`config.mk`:
```
export PLATFORM = sky130hd
export DESIGN_NAME = program_loader_flat
export DESIGN_NICKNAME = d
export VERILOG_FILES = /design/src/rtl/program_loader_if.sv /design/src/rtl/program_loader.sv /design/src/flat_wrapper.sv
export SDC_FILE = /design/constraint.sdc
export NUM_CORES = 1
export LEC_CHECK = 0
export ABC_AREA = 1
export CAP_MARGIN = 20
export CORE_UTILIZATION = 60
export DETAILED_ROUTE_END_ITERATION = 16
export PLACE_DENSITY_LB_ADDON = 0.15
export SLEW_MARGIN = 0
export SYNTH_ARGS = -nofsm -noshare
export SYNTH_HDL_FRONTEND = slang
export SYNTH_SLANG_ARGS = --single-unit
```
`constraint.sdc`:
```
create_clock -name Clock -period 2.3 [get_ports Clock]
set_clock_uncertainty 0.05 [all_clocks]
set_input_delay 0.46 -clock Clock [delete_from_list [all_inputs] [get_ports Clock]]
set_output_delay 0.46 -clock Clock [all_outputs]
set_load 0.01 [all_outputs]
```
`src/rtl/program_loader_if.sv`:
```
// Byte-stream input, instruction-memory write port and CPU boot status
// of the program loader, grouped as one bus.
interface program_loader_if #(
   parameter int ADDR_W = 8
);
   logic [7:0]        RxData;
   logic              RxValid;
   logic              RxReady;
   logic              Restart;
   logic [ADDR_W-1:0] MemAddr;
   logic [15:0]       MemData;
   logic              MemWE;
   logic              CpuResetN;
   logic              LoadDone;
   logic              LoadError;

   modport master (
      output RxData, RxValid, Restart,
      input  RxReady, MemAddr, MemData, MemWE, CpuResetN, LoadDone, LoadError
   );

   modport slave (
      input  RxData, RxValid, Restart,
      output RxReady, MemAddr, MemData, MemWE, CpuResetN, LoadDone, LoadError
   );
endinterface

```
`src/rtl/program_loader.sv`:
```
// Boot-time instruction-memory writer: assembles big-endian words from a byte
// stream, writes them from address 0 and releases the CPU once the XOR checksum matches.
module program_loader #(
   parameter int ADDR_W = 8
) (
   input  logic             Clock,
   input  logic             Reset,
   program_loader_if.slave  io_ldr
);

   typedef enum logic [2:0] {
      S_LEN_HI,
      S_LEN_LO,
      S_DATA_HI,
      S_DATA_LO,
      S_WRITE,
      S_CHECK,
      S_DONE,
      S_ERROR
   } state_t;

   localparam logic [16:0] MAX_WORDS = 17'd1 << ADDR_W;

   state_t            r_state;
   state_t            w_state_nxt;

   logic [7:0]        r_len_hi;
   logic [15:0]       r_remaining;
   logic [7:0]        r_hi;
   logic [7:0]        r_xor;
   logic [ADDR_W-1:0] r_addr;

   logic              r_rx_ready;
   logic [ADDR_W-1:0] r_mem_addr;
   logic [15:0]       r_mem_data;
   logic              r_mem_we;
   logic              r_cpu_rst_n;
   logic              r_load_done;
   logic              r_load_error;

   logic              w_xfer;
   logic [16:0]       w_len_full;
   logic              w_rx_ready_nxt;

   assign w_xfer     = io_ldr.RxValid && r_rx_ready;
   assign w_len_full = {1'b0, r_len_hi, io_ldr.RxData};

   always_ff @(posedge Clock or negedge Reset) begin
      if (!Reset) r_state <= S_LEN_HI;
      else        r_state <= w_state_nxt;
   end

   // Restart overrides everything, including a byte offered in the same cycle.
   always_comb begin
      w_state_nxt = r_state;
      if (io_ldr.Restart) begin
         w_state_nxt = S_LEN_HI;
      end else begin
         case (r_state)
            S_LEN_HI:  if (w_xfer) w_state_nxt = S_LEN_LO;
            S_LEN_LO: begin
               if (w_xfer) begin
                  if (w_len_full > MAX_WORDS)  w_state_nxt = S_ERROR;
                  else if (w_len_full == '0)   w_state_nxt = S_CHECK;
                  else                         w_state_nxt = S_DATA_HI;
               end
            end
            S_DATA_HI: if (w_xfer) w_state_nxt = S_DATA_LO;
            S_DATA_LO: if (w_xfer) w_state_nxt = S_WRITE;
            S_WRITE:   w_state_nxt = (r_remaining == 16'd1) ? S_CHECK : S_DATA_HI;
            S_CHECK: begin
               if (w_xfer) w_state_nxt = (io_ldr.RxData == r_xor) ? S_DONE : S_ERROR;
            end
            S_DONE:    w_state_nxt = S_DONE;
            S_ERROR:   w_state_nxt = S_ERROR;
            default:   w_state_nxt = S_LEN_HI;
         endcase
      end
   end

   assign w_rx_ready_nxt = w_state_nxt inside {S_LEN_HI, S_LEN_LO, S_DATA_HI,
                                               S_DATA_LO, S_CHECK};

   // Outputs are registered from the next state so they line up with it.
   always_ff @(posedge Clock or negedge Reset) begin
      if (!Reset) begin
         r_len_hi     <= '0;
         r_remaining  <= '0;
         r_hi         <= '0;
         r_xor        <= '0;
         r_addr       <= '0;
         r_rx_ready   <= 1'b0;
         r_mem_addr   <= '0;
         r_mem_data   <= '0;
         r_mem_we     <= 1'b0;
         r_cpu_rst_n  <= 1'b0;
         r_load_done  <= 1'b0;
         r_load_error <= 1'b0;
      end else begin
         r_rx_ready   <= w_rx_ready_nxt;
         r_mem_we     <= (w_state_nxt == S_WRITE);
         r_cpu_rst_n  <= (w_state_nxt == S_DONE);
         r_load_done  <= (w_state_nxt == S_DONE);
         r_load_error <= (w_state_nxt == S_ERROR);
         if (io_ldr.Restart) begin
            r_addr <= '0;
         end else begin
            case (r_state)
               S_LEN_HI: begin
                  if (w_xfer) begin
                     r_len_hi <= io_ldr.RxData;
                     r_xor    <= io_ldr.RxData;
                  end
               end
               S_LEN_LO: begin
                  if (w_xfer) begin
                     r_remaining <= {r_len_hi, io_ldr.RxData};
                     r_xor       <= r_xor ^ io_ldr.RxData;
                     r_addr      <= '0;
                  end
               end
               S_DATA_HI: begin
                  if (w_xfer) begin
                     r_hi  <= io_ldr.RxData;
                     r_xor <= r_xor ^ io_ldr.RxData;
                  end
               end
               S_DATA_LO: begin
                  if (w_xfer) begin
                     r_xor      <= r_xor ^ io_ldr.RxData;
                     r_mem_data <= {r_hi, io_ldr.RxData};
                     r_mem_addr <= r_addr;
                  end
               end
               S_WRITE: begin
                  r_addr      <= r_addr + 1'b1;
                  r_remaining <= r_remaining - 16'd1;
               end
               default: ;
            endcase
         end
      end
   end

   assign io_ldr.RxReady   = r_rx_ready;
   assign io_ldr.MemAddr   = r_mem_addr;
   assign io_ldr.MemData   = r_mem_data;
   assign io_ldr.MemWE     = r_mem_we;
   assign io_ldr.CpuResetN = r_cpu_rst_n;
   assign io_ldr.LoadDone  = r_load_done;
   assign io_ldr.LoadError = r_load_error;

endmodule

```
`src/flat_wrapper.sv`:
```
// flat-port wrapper written by rule: the top's interface ports become plain ports
module program_loader_flat 
#(
   parameter int ADDR_W = 8
)
  (Clock, Reset, io_ldr_RxData, io_ldr_RxValid, io_ldr_Restart, io_ldr_RxReady, io_ldr_MemAddr, io_ldr_MemData, io_ldr_MemWE, io_ldr_CpuResetN, io_ldr_LoadDone, io_ldr_LoadError);
  program_loader_if #(.ADDR_W(ADDR_W)) io_ldr_i ();
  input  logic Clock;
  input  logic Reset;
  input wire logic [$bits(io_ldr_i.RxData)-1:0] io_ldr_RxData;
  input wire logic [$bits(io_ldr_i.RxValid)-1:0] io_ldr_RxValid;
  input wire logic [$bits(io_ldr_i.Restart)-1:0] io_ldr_Restart;
  output wire logic [$bits(io_ldr_i.RxReady)-1:0] io_ldr_RxReady;
  output wire logic [$bits(io_ldr_i.MemAddr)-1:0] io_ldr_MemAddr;
  output wire logic [$bits(io_ldr_i.MemData)-1:0] io_ldr_MemData;
  output wire logic [$bits(io_ldr_i.MemWE)-1:0] io_ldr_MemWE;
  output wire logic [$bits(io_ldr_i.CpuResetN)-1:0] io_ldr_CpuResetN;
  output wire logic [$bits(io_ldr_i.LoadDone)-1:0] io_ldr_LoadDone;
  output wire logic [$bits(io_ldr_i.LoadError)-1:0] io_ldr_LoadError;
  assign io_ldr_i.RxData = io_ldr_RxData;
  assign io_ldr_i.RxValid = io_ldr_RxValid;
  assign io_ldr_i.Restart = io_ldr_Restart;
  assign io_ldr_RxReady = io_ldr_i.RxReady;
  assign io_ldr_MemAddr = io_ldr_i.MemAddr;
  assign io_ldr_MemData = io_ldr_i.MemData;
  assign io_ldr_MemWE = io_ldr_i.MemWE;
  assign io_ldr_CpuResetN = io_ldr_i.CpuResetN;
  assign io_ldr_LoadDone = io_ldr_i.LoadDone;
  assign io_ldr_LoadError = io_ldr_i.LoadError;
  program_loader #(.ADDR_W(ADDR_W)) u_core (.Clock(Clock), .Reset(Reset), .io_ldr(io_ldr_i));
endmodule
```
# Word-level counts from Yosys, hierarchy flattened
# Index checks and enable logic that the tools add are counted.
[totals] register_bits=79 inputBits=12 out_inout_bits=29 elab_cells=71
[op_classes] n_addsub=2 magnitude_cmp=1 n_eq_ne=20 n_mux=19 n_bitwise=2 reduce_logical=15
[ops] cell="$mux W8" count=4
[ops] cell="$pmux W16 S2" count=1
[ops] cell="$pmux W8 S2" count=2
[ops] cell="$mux W3" count=9
[ops] cell="$eq A3 B3 Y1 const B" count=8
[ops] cell="$pmux W3 S8" count=1
[ops] cell="$logic_not A17 Y1" count=1
[ops] cell="$eq A16 B1 Y1 const B" count=1
[ops] cell="$gt A16 B9 Y1 const B" count=1
[ops] cell="$mux W16" count=1
[ops] cell="$sub A16 B1 Y16 const B" count=1
[ops] cell="$eq A3 B2 Y1 const B" count=4
[ops] cell="$reduce_and A3 Y1" count=4
[ops] cell="$add A8 B1 Y8 const B" count=1
[ops] cell="$eq A8 B8 Y1" count=1
[ops] cell="$xor A8 B8 Y8" count=1
[ops] cell="$eq A3 B1 Y1 const B" count=2
[ops] cell="$logic_not A3 Y1" count=2
[ops] cell="$ne A2 B1 Y1 const B" count=3
[ops] cell="$reduce_bool A5 Y1" count=1
[ops] cell="$reduce_and A4 Y1" count=1
[ops] cell="$reduce_bool A2 Y1" count=2
[ops] cell="$ne A3 B2 Y1 const B" count=1
[ops] cell="$reduce_bool A3 Y1" count=1
[ops] cell="5 further kinds" count=5

# Logic depth before layout (Yosys ltp)
# Gate-level depths: netlist of run 1.
[depth] depth_word=8 depth_mapped=12 ltp_nobuf=12

# Worst setup path after synthesis of run 1
# OpenSTA, ideal clock, no wires.
[synth_timing] path_type="input-to-reg" startpoint="in io_ldr_RxValid" endpoint="reg u_core.r_mem_data[5], in the netlist u_core.io_ldr.MemData[5]" setup_time_ps=119 t_arrival_ps=1355 required_ps=2131 path_slack_ps=777 cell_stages=10 path_buffers=1 path_cell_list="nand2_2 nor2_2 inv_2 nor2_4 inv_2 nor2_8 inv_4 buf_6 nand2_1 o21ai_2"
[synth_between] elab_chain_cells=2
[synth_lines] item="start: declaration" line_no="flat_wrapper.sv:11" source="input wire logic [$bits(io_ldr_i.RxValid)-1:0] io_ldr_RxValid;"
[synth_lines] item="$logic_and A1 B1 Y1" line_no="program_loader.sv:45" source="assign w_xfer = io_ldr.RxValid && r_rx_ready;"
[synth_lines] item="$reduce_and A3 Y1 (no line)"
[synth_lines] item="end signal: assignment" line_no="program_loader.sv:131" source="r_mem_data <= {r_hi, io_ldr.RxData};"
[synth_lines] item="end: declaration" line_no="program_loader.sv:35" source="logic [15:0] r_mem_data;"
# Every way passes these cells.
# A chain may end at the register's enable or synchronous reset.

# Final worst setup path of run 1
[layout_timing] startpoint="reg u_core.r_remaining[0]" endpoint="reg u_core.r_remaining[8]"
[layout_between] elab_chain_cells=2
[layout_lines] item="start: declaration" line_no="program_loader.sv:28" source="logic [15:0] r_remaining;"
[layout_lines] item="start signal: assignment" line_no="program_loader.sv:117" source="r_remaining <= {r_len_hi, io_ldr.RxData};"
[layout_lines] item="start signal: assignment" line_no="program_loader.sv:137" source="r_remaining <= r_remaining - 16'd1;"
[layout_lines] item="$sub A16 B1 Y16" line_no="program_loader.sv:137"
[layout_lines] item="$pmux W16 S2" line_no="program_loader.sv:108" source="case (r_state)"
# Every way passes these cells.

==> results of run 1 <==
through the flow:
stage          power [mW]  hold WS [ns]  std cells  area (um^2)  util [%]
2_1_floorplan        3.56         0.114        487         4000         -
3_3_place_gp         4.20         0.388        606         4550      71.2
3_5_place_dp         4.29         0.389        606         4550      71.2
4_1_cts              5.34        0.0149        622         4750      74.3
5_1_grt              5.73        0.0263        622         4750      74.3
6_report             5.34        0.0115        622         4750      74.3
registers in the layout, indices dropped and copies added, names as in the netlist:
register,flops
u_core.io_ldr.CpuResetN,1
u_core.io_ldr.LoadError,1
u_core.io_ldr.MemAddr,8
u_core.io_ldr.MemData,16
u_core.io_ldr.MemWE,1
u_core.io_ldr.RxReady,1
u_core.r_addr,8
u_core.r_hi,8
u_core.r_len_hi,8
u_core.r_remaining,16
u_core.r_state,3
u_core.r_xor,8
worst paths after layout:
path,startpoint,end,slack (ns)
worst max-delay path,u_core.r_remaining[0],u_core.r_remaining[8],0.46
worst min-delay path,Reset,u_core.r_addr[5],0.01
min in group Clock,u_core.io_ldr.MemAddr[7],u_core.io_ldr.MemAddr[7],0.43
worst max register to register,u_core.r_remaining[0],u_core.r_remaining[8],0.46
max in group asynchronous,Reset,u_core.r_state[0],1.59
worst min register to register,u_core.io_ldr.MemAddr[7],u_core.io_ldr.MemAddr[7],0.43
kinds of logic (layout without fill, tap and decap cells):
kind of cell,Yosys count,after routing
adder cells (fa/ha/maj),3,3
buffers and inverters,82,140
flip-flops,79,79
AO/OA/AOI/OAI,93,93
XOR/XNOR,21,21
AND/OR/NAND/NOR,209,209
worst reg2reg max path, cell delays in order (launching register included):
cell	delay, ns
dfrtp_1	0.40
inv_1	0.10
ha_1	0.20
nand2_1	0.12
nor2_1	0.31
nand3_1	0.14
xor2_1	0.17
o21ai_1	0.12
o21ai_1	0.10
Yosys cell counts (all sizes together):
library cell	n	area [um^2]
inv	70	265
nand3	23	115
a22o	1	8.76
xnor2	7	61.3
clkbuf	2	7.51
buf	10	80.1
a21oi	10	50.1
nand4	2	12.5
nand2	119	454
o22ai	15	93.8
dfrtp	79	1980
nor3	7	40.0
o211ai	1	7.51
ha	3	37.5
a41oi	1	8.76
o21ai	65	400
xor2	14	123
nor2	58	257
power by group through the flow:
stage / clock [mW] / sequential, mW / combinational (mW)
CTS: 1.05 / 2.20 / 2.10
floorplan: 0 / 2.21 / 1.35
finish: 1.04 / 2.21 / 2.10
global placement: 0 / 2.21 / 2.00
detailed placement: 0 / 2.22 / 2.07
global route: 1.10 / 2.26 / 2.36
routing by layer:
metal	up-vias	global-route usage, %	routed length (um)
met1	1615	41.4	4160
met3	17	4.65	547
met2	130	43.5	4260
li1	1648	-	-
met4	0	11.6	205
met5	-	0	0
area by class of cell:
type / instances / area [um^2] / area share, %
sequential: 79 / 1980 / 41.6
multi-input combinational: 326 / 1670 / 35.2
timing repair buffer: 54 / 541 / 11.4
inverter: 70 / 265 / 5.59
clock buffer: 12 / 145 / 3.06
tap: 77 / 96.3 / 2.03
clock inverter: 4 / 53.8 / 1.13
cell usage in the layout (no fill, tap or decap):
cell type	instances
a21oi_1	10
a22o_1	1
a41oi_1	1
buf_12	3
buf_4	12
bufinv_16	1
clkbuf_1	2
clkbuf_8	10
clkdlybuf4s50_1	39
clkinvlp_4	2
dfrtp_1	79
ha_1	3
inv_1	66
inv_2	3
inv_4	1
inv_6	1
nand2_1	116
nand2_2	3
nand3_1	23
nand4_1	2
nor2_1	52
nor2_2	3
nor2_4	2
nor2_8	1
nor3_1	6
nor3_2	1
o211ai_1	1
o21ai_0	35
o21ai_1	10
o21ai_2	20
o22ai_1	15
xnor2_1	7
xor2_1	14
==> run summary, run 1 <==
Status: finished, final reports clean
Worst reg-to-reg path cell count: 8
CTS Buf Count: 9
Die Ht: 83.6 um
Root buf cell: clkbuf_8
Crit. End Element: register
GRT overflow: 0
Sequential area share after synthesis: 49.4%
Clock Power Share: 19.4%
Final antenna-violating net count: 0
Vias in the first global route: 3299
Synthesized net count: 502
Post-DP HPWL: 6660 um
Syn avg cell area: 8.21 um^2
H-Tree Depth: 3
Synth Area in Compound Gates: 14.2%
Max-capacitance violation count: 0
Crit Path Max Fanout: 4
CTS tree: built
Delay-heaviest family, CP: simple AND/OR/NAND/NOR gates
Final min period: 1.84 ns
CP dominant cell by count: o21ai_1
Setup TNS: 0 ns
Die Wd: 83.6 um
IO Pins: 41
Achievable Freq: 544 MHz
CP Cell Sequence: inv_1, ha_1, nand2_1, nor2_1, nand3_1, xor2_1, o21ai_1, o21ai_1
First-pass GRT wire length: 15700 um
Post-Syn Area: 4000 um^2
Slew Viols, Final: 0
Clk sink count: 79
Max-slew headroom: 68.7%
# port buffers: 40
Sequential share of power: 41.3%
Mapped Cells: 487
P_sw: 2.08 mW
Initial detailed-routing violation count: 252
FILL cells: 480
Worst setup margin: 0.463 ns
Pwr/cell area: 1130 nW/um^2
CTS resizes: 0
Multiplexer area fraction after synthesis: 0%
Comb pwr share: 39.3%
Routability congestion estimate: 0.908
RSZ-0062 raised after global routing: no
Library cells used by synthesis: 29
Initial Util: 62.6%
P_leak: 2.26 nW
Routed vias/inst: 5.48
Die area: 6990 um^2
Post-CTS Hold Fix Bufs: 0
Max clock buf depth: 2
Number of synthesized register bits: 79
1st-pass router iterations: 5
Worst slack, placed: 0.197 ns
Synth Area in XOR/XNOR: 4.60%
Final-report setup violation count: 0
Latest clock arrival within the worst-skew pair: 0.34 ns
Max IR drop VDD: 746 uV
Vias post-DR: 3410
Max incr delay on CP: 0.40 ns
Largest net degree at the start of global routing: 46
Bufs and invs on worst path: 1
Share of cells above drive strength 1: 11.6%
Clock transition at the registers of the reported paths: 0.08 ns
Final Hold Fails: 0
CP Launch Type: register
Crit path DAT: 2.00 ns
Int Power: 3.26 mW
Initial antenna violation count: 0
Switching Share: 39.0%
Synth warn: 0
Number of remaining DRC errors: 0
Largest family of logic cells by synthesized area: simple AND/OR/NAND/NOR gates
Tcrit/Tclk final: 79.9%
Core area: 6390 um^2
Final nets: 555
HP Class: input port to asynchronous set/reset pin
Post-detailed-route wirelength per cell: 14.7 um
Post-Route WL: 9170 um
Post-CTS setup buffer count: 0
Slowest cell on the critical path: dfrtp_1
Worst setup path class: register to register
# diodes: 0
Simple-Gate Fraction of Synth Area: 22.0%
Levels on crit path: 8
Required time worst endpoint: 2.47 ns
Core Rows: 29
Overall routing resource usage: 28.6%
Synth Area in Adders: 0.939%
Worst slew pin tran: 0.470 ns
Area Overhead vs Synth: 18.7%
No activity file was read; power rests on OpenSTA's default activity.
==> run 2, diff against run 1 <==
- CORE_UTILIZATION: 60 -> 57
- clock period: 2.3 -> 1.7 ns (I/O delays scaled with it)
==> run 2 against run 1 <==
  * Register-to-register slack worse by 0.39 ns
  * Sequential power rose by 36%
  * Utilization up 1.3 points
  * Critical path type is now register to output pin
  * Count of clock-buffer cells in the layout is 1 lower
  * Sequential share of layout area down 3.1 points
  * Critical endpoint is now io_ldr_MemData[1]
  * First-iteration DRC count down 31%
  * Combinational power rose by 54%
==> run summary, run 2 (synthesis gave the netlist of run 1 again) <==
CTS tree: built
Slowest cell on the critical path: clkdlybuf4s50_1
CP Cell Sequence: clkdlybuf4s50_1
Largest net degree at the start of global routing: 34 (-26%)
1st-pass router iterations: 5 (unchanged)
Clk sink count: 79 (unchanged)
H-Tree Depth: 3 (unchanged)
Worst setup margin: 0.0279 ns (-0.435 ns)
Vias post-DR: 3452 (+1.2%)
Core Rows: 30 (+3.4%)
Routability congestion estimate: 0.905 (-0.31%)
Area Overhead vs Synth: 28.5%
Final min period: 1.67 ns
Max IR drop VDD: 1080 uV (+44%)
Max incr delay on CP: 0.54 ns (+0.14 ns)
Worst slew pin tran: 0.433 ns (-0.0371 ns)
Final-report setup violation count: 0 (unchanged)
Initial Util: 58.9% (-3.8 points)
# diodes: 0 (unchanged)
# port buffers: 40 (unchanged)
Die Wd: 85.8 um (+2.5%)
CTS Buf Count: 9 (unchanged)
Worst Hold Slack: 0.265 ns (+0.254 ns)
Max-slew headroom: 71.1% (+2.5 points)
Max clock buf depth: 2 (unchanged)
Post-Place Cell Area: 4770 um^2 (+4.9%)
Initial antenna violation count: 0 (unchanged)
Crit Path Max Fanout: 2 (-2)
Latest clock arrival within the worst-skew pair: 0.36 ns (+0.02 ns)
Achievable Freq: 598 MHz
RSZ-0062 raised after global routing: yes
Die Ht: 85.8 um (+2.5%)
Commonest non-fill, non-tap cell in the layout: nand2_1
Final Hold Fails: 0 (unchanged)
IO Pins: 41 (unchanged)
Core area: 6790 um^2 (+6.4%)
Worst slack, placed: -0.266 ns (-0.463 ns)
CP Launch Type: register
Number of remaining DRC errors: 0 (unchanged)
Worst setup path class: register to output pin
Vias in the first global route: 3408 (+3.3%)
Final antenna-violating net count: 0 (unchanged)
Pwr/cell area: 1530 nW/um^2 (+36%)
GRT overflow: 0 (unchanged)
Share of cells above drive strength 1: 19.3% (+7.7 points)
Max-capacitance violation count: 0 (unchanged)
Post-DP HPWL: 7070 um (+6.1%)
Crit. End Element: output pin
P_leak: 2.53 nW (+12%)
Initial detailed-routing violation count: 174 (-31%)
Clock transition at the registers of the reported paths: 0.09 ns (about the same)
Root buf cell: clkbuf_8
Finished Layout Cells: 667 (+7.2%)
HP Class: input port to register
Routed vias/inst: 5.18 (-5.6%)
Post-Route WL: 9540 um (+4.0%)
Design Area, Final: 5140 um^2 (+8.2%)
Delay-heaviest family, CP: buffers and inverters
Final nets: 581 (+4.7%)
Bufs and invs on worst path: 1 (unchanged)
Overall routing resource usage: 28.3% (-0.36 points)
Die area: 7350 um^2 (+5.1%)
Slew Viols, Final: 0 (unchanged)
Status: finished, final reports clean
Post-Place Cells: 648 (+6.9%)
First-pass GRT wire length: 15900 um (+1.5%)
Required time worst endpoint: 1.31 ns (-1.16 ns)
FILL cells: 499 (+4.0%)
Commonest cells after routing, fill and taps aside: nand2_1, dfrtp_1, inv_1
Crit path DAT: 1.28 ns (-0.72 ns)
Post-detailed-route wirelength per cell: 14.3 um (-3.0%)
Tcrit/Tclk final: 98.4%
run 2: through the flow:
stage	total power, mW	setup TNS [ns]	util, %
final	7.87	0	75.6
after global placement	5.89	-7.49	70.2
after global routing	8.38	-0.0371	75.6
after CTS	7.65	0	73.9
after detailed placement	5.99	-8.78	70.2
after floorplan	4.81	0	-
run 2: where the power goes:
| group | total [mW] | leakage [nW] | switching, mW | internal, mW |
|---|---|---|---|---|
| sequential | 3.00 | 1.02 | 0.459 | 2.54 |
| clock | 1.64 | 0.121 | 0.719 | 0.920 |
| combinational | 3.24 | 1.39 | 1.84 | 1.39 |
run 2: final cells by class:
| type | count | area (um^2) | share of cell area, % |
|---|---|---|---|
| inverters | 70 | 272 | 5.28 |
| multi-input cells | 326 | 1750 | 34.0 |
| clock buffers | 11 | 151 | 2.95 |
| well taps | 96 | 120 | 2.34 |
| repair buffers | 80 | 783 | 15.2 |
| flip-flops and latches | 79 | 1980 | 38.5 |
| clock inverters | 5 | 86.3 | 1.68 |
run 2: path summary, 6_finish.rpt:
path / start / endpoint / slack (ns) / cells past startpoint
max in group asynchronous: Reset / u_core.r_state[2] / 0.60 / 3
min in group asynchronous: Reset / u_core.io_ldr.MemAddr[0] / 0.40 / 2
setup / recovery: u_core.io_ldr.MemData[1] / io_ldr_MemData[1] / 0.03 / 1
hold reg to reg: u_core.io_ldr.MemData[13] / u_core.io_ldr.MemData[13] / 0.43 / 2
setup reg to reg: u_core.r_remaining[0] / u_core.r_remaining[6] / 0.07 / 8
hold / removal: io_ldr_RxData[7] / u_core.r_hi[7] / 0.27 / 3
run 2: repair_timing:
| item | in CTS | in global routing |
|---|---|---|
| buffers inserted | 0 | 2 |
| setup endpoints to repair | 1 | 19 |
| pin swaps | 0 | 3 |
| hold buffers | 1 | 0 |
| gates resized for setup | 1 | 34 |
| endpoints found under the hold margin | 31 | 0 |
run 2: layer usage:
layer  wire [um]  vias up  track usage [%]
met1        4280     1634             37.2
li1            -     1705                -
met3         446       19             4.33
met5           0        -                0
met4         185        0             11.1
met2        4630       94             47.3
